<file path="src/rtl/preco.sv">
// Saturating 16x16 price multiplier: capture stage then multiply/saturate stage, 2-cycle latency.
// No backpressure: a new operand pair is accepted on every edge with in_valid high.
module preco (
  input  logic        clk,
  input  logic        rst,
  input  logic [15:0] weight_kg,
  input  logic [15:0] price_per_kg,
  input  logic        in_valid,
  output logic [15:0] total_price,
  output logic        overflow,
  output logic        out_valid
);

  logic [15:0] weight_q, weight_d;
  logic [15:0] price_q, price_d;
  logic        s1_vld_q, s1_vld_d;
  logic [15:0] total_q, total_d;
  logic        ovf_q, ovf_d;
  logic        out_vld_q, out_vld_d;
  logic [31:0] prod;

  always_comb begin
    weight_d  = weight_q;
    price_d   = price_q;
    s1_vld_d  = in_valid;
    total_d   = total_q;
    ovf_d     = ovf_q;
    out_vld_d = s1_vld_q;
    prod      = {16'd0, weight_q} * {16'd0, price_q};

    if (in_valid) begin
      weight_d = weight_kg;
      price_d  = price_per_kg;
    end

    // Result registers hold the last valid answer while the pipe is idle.
    if (s1_vld_q) begin
      if (prod[31:16] != 16'd0) begin
        total_d = 16'hFFFF;
        ovf_d   = 1'b1;
      end else begin
        total_d = prod[15:0];
        ovf_d   = 1'b0;
      end
    end
  end

  always_ff @(posedge clk) begin
    if (rst) begin
      weight_q  <= 16'd0;
      price_q   <= 16'd0;
      s1_vld_q  <= 1'b0;
      total_q   <= 16'd0;
      ovf_q     <= 1'b0;
      out_vld_q <= 1'b0;
    end else begin
      weight_q  <= weight_d;
      price_q   <= price_d;
      s1_vld_q  <= s1_vld_d;
      total_q   <= total_d;
      ovf_q     <= ovf_d;
      out_vld_q <= out_vld_d;
    end
  end

  assign total_price = total_q;
  assign overflow    = ovf_q;
  assign out_valid   = out_vld_q;

endmodule

</file>
<file path="config.mk">
export PLATFORM = sky130hd
export DESIGN_NAME = preco
export DESIGN_NICKNAME = d
export VERILOG_FILES = /design/src/rtl/preco.sv
export SDC_FILE = /design/constraint.sdc
export NUM_CORES = 1
export LEC_CHECK = 0
export ABC_AREA = 1
export CORE_AREA = 2 2 200 202
export CTS_CLUSTER_SIZE = 10
export DETAILED_ROUTE_END_ITERATION = 8
export DIE_AREA = 0 0 202 204
export GPL_TIMING_DRIVEN = 0
export PLACE_DENSITY = 0.44
export SLEW_MARGIN = 25
export SYNTH_ARGS = -nofsm -noshare
export SYNTH_HDL_FRONTEND = slang
export SYNTH_SLANG_ARGS = --single-unit
</file>
<file path="constraint.sdc">
create_clock -name clk -period 8.1 [get_ports clk]
set_clock_uncertainty 0.15 [all_clocks]
set_input_delay 0.81 -clock clk [delete_from_list [all_inputs] [get_ports clk]]
set_output_delay 0.81 -clock clk [all_outputs]
set_load 0.01 [all_outputs]
</file>
==> metrics.md <==
| Metric | Value |
|---|---|
| Power density cells | 127 nW/um2 |
| Worst r2r src | price_q[4] |
| Die height | 204 um |
| Drt wl/cell | 14.9 um |
| Final Hold Fails | 0 |
| Data arrival, critical path | 7.17 ns |
| Clk buf depth | 2 |
| Num ports | 53 |
| # DRC | 0 |
| Seq/Total Area, Yosys | 8.81% |
| CP endpoint kind | register |
| Cell taking the most area after synthesis | fa_1 |
| Startpoint type of the worst setup path | register |
| Post-synth top cells | 477 x nand2_1, 463 x inv_1, 194 x fa_1, 145 x nor2_1, 104 x ha_1 |
| Post-cts resize count | 0 |
| Cts bufs inserted | 5 |
| Critical path type | register to register |
| Syn nets | 2,002 |
| Fill count | 4,338 |
| Register-to-Register Path Depth | 27 |
| Largest cells by area after synthesis | fa_1 34%, nand2_1 15%, inv_1 15% |
| Critical path's slowest cell | clkbuf_1 |
| Clock-pin slew on the worst setup and hold paths | 0.09 ns |
| Vias in the first global route | 9,812 |
| Worst flop-to-flop path endpoint | total_price[0] |
| Max Slew Vio Count | 0 |
| Cells after synthesis | 1,669 |
| Post-synth cell types | 26 |
| CP Depth | 27 |
| RSZ-0062 raised after global routing | no |
| Final worst-path cycle share | 87.4% |
| Achievable clock frequency | 141 MHz |
| Initial Utilization | 29.6% |
| Largest stage delay, worst path | 0.60 ns |
| RD Place Congestion | 0.840 |
| Most numerous cell in the Yosys netlist | nand2_1 |
| Most used DFF post-synth | dfxtp_1 |
| Gr ovfl total | 0 |
| GRT Total Usage | 17.1% |
| Share of layout cells above drive strength 1 | 3.01% |
| Top delay family on crit path | adder cells |
| DP Wirelength | 28,900 um |
| Slew @ Worst Pin | 0.757 ns |
| Synth Warn # | 0 |
| Top cell type's share of synthesized area | 33.5% |
| Max_cap viols | 0 |
| Largest net degree at the start of global routing | 19 |
| Setup crit end | total_price[0] |
| DIE AREA | 41,200 um2 |
| Synth Cell Area | 11,600 um2 |
| CTS tree | yes |
| Antenna diodes | 0 |
| Share of flip-flops with an asynchronous set or reset | 0% |
| Post-synth EDFFs | 0 |
| Worst-skew pair later-pin latency | 0.33 ns |
| Drt initial violations | 524 |
| Worst setup path startpoint | price_q[4] |
| Global-route wire length before repair | 54,100 um |
| Setup TNS | 0 ns |
| FF+latch count, synth | 51 |
| Nets | 2,060 |
| P&R area growth vs syn | 11.4% |
| Final setup fails | 0 |
| Drt pass-1 iters | 6 |
| Postcts setup bufs | 0 |
| Core Area | 39,200 um2 |
| Slew Limit Headroom | 49.5% |
| Crit-path max FO | 10 |
| Routed Wire Length | 33,500 um |
| Most Frequent Cell on Critical Path | fa_1 |
| Routed Antenna Nets | 0 |
| Die span in x | 202 um |
| Via Count | 9,649 |
| Mean Syn Cell Area | 6.94 um2 |
| Status | complete, no violations |
| # rows | 73 |
| Setup slack, reg-to-reg | 1.02 ns |
| Buf/Inv on CP | 7 |
| DR vias/cell | 4.28 |
| Non-Filler Instances | 2,253 |
| Placed insts | 2,245 |
| PortBufs | 51 |
| Peak supply drop | 0.0000996 V |
| Leakage | 0.00731 uW |
| WP data required | 8.19 ns |
| Root Buffer | clkbuf_16 |
| Htree depth | 2 |
| CTS Sinks | 51 |
| Post-cts hold buffer count | 0 |
| Hold WC Path Type | register to register |
| Final worst path period need | 7.08 ns |
| Power, Total | 1640 uW |
| Initial antenna violation count | 0 |
-- routing by layer --
layer | track usage, % | wire (um) | vias up
met3 | 1.37 | 889 | 16
li1 | - | - | 4821
met4 | 3.60 | 476 | 0
met1 | 24.0 | 16100 | 4689
met5 | 0 | 0 | -
met2 | 28.7 | 16100 | 123
-- state kept, by name, summed over array words and instances (netlist names) --
name,cells
price_q,16
out_valid,1
weight_q,16
out_vld_d,1
total_price,16
overflow,1
-- cell type report --
class	count	area, um2	share of cell area, %
clock inverter	3	28.8	0.223
timing repair buffer	51	510	3.95
sequential	51	1020	7.91
inverter	467	1750	13.6
clock buffer	5	125	0.969
buffer	79	315	2.44
multi-input combinational	1072	8500	65.8
tap	525	657	5.09
-- layout by cell type, fill, tap and decap left out --
master and n:
inv_2 4, nand4_1 6, fa_1 194, a21oi_1 20
or2_4 1, xnor2_1 12, o21ai_0 34, nand3b_4 2
nor3_2 2, ha_1 104, nand3_2 11, nor2_4 4
nand3_1 31, buf_6 1, clkinv_4 2, clkdlybuf4s50_1 51
nor2_1 145, a21o_1 1, buf_8 1, nand2_1 477
nor2_2 5, inv_1 463, nand2_2 13, inv_8 1
xor2_1 2, dfxtp_1 51, o21bai_1 2, clkbuf_1 77
clkbuf_16 5, and2_1 6
-- where the power goes --
group          internal, uW  switching [uW]
combinational           395             718
sequential              268            5.73
clock                   119             132
total                   782             856
-- cells by family after synthesis --
group / count (synthesis) / synth area share (%)
AND/OR/NAND/NOR: 703 / 25.0
buffers and inverters: 546 / 17.8
adder cells (fa/ha/maj): 298 / 44.7
AO/OA/AOI/OAI: 57 / 2.53
flip-flops: 51 / 8.81
XOR/XNOR: 14 / 1.06
-- tightest hold or removal path, delay by kind of cell (launching register included) --
| family | cells | cell delay [ns] |
|---|---|---|
| flops | 1 | 0.33 |
| compound gates | 2 | 0.18 |
-- metrics by stage --
step	hold WS [ns]	worst slack (ns)	utilization (%)	area (um2)
final	0.397	1.02	33.0	12900
after global routing	0.433	0.522	33.0	12900
after CTS	0.407	0.935	33.0	12900
after detailed placement	0.392	0.940	32.6	12800
after global placement	0.384	0.968	32.6	12800
after floorplan	0.392	2.18	-	11600
-- worst min path at each step --
stage                     slack [ns]  endpoint  cells past startpoint     start
after global routing            0.43  overflow                      2  overflow
after floorplan                 0.39  overflow                      2  overflow
after detailed placement        0.39  overflow                      2  overflow
after global placement          0.38  overflow                      2  overflow
after CTS                       0.41  overflow                      2  overflow
final                           0.40  overflow                      2  overflow
Note: power is estimated with default switching activity, not from simulation.
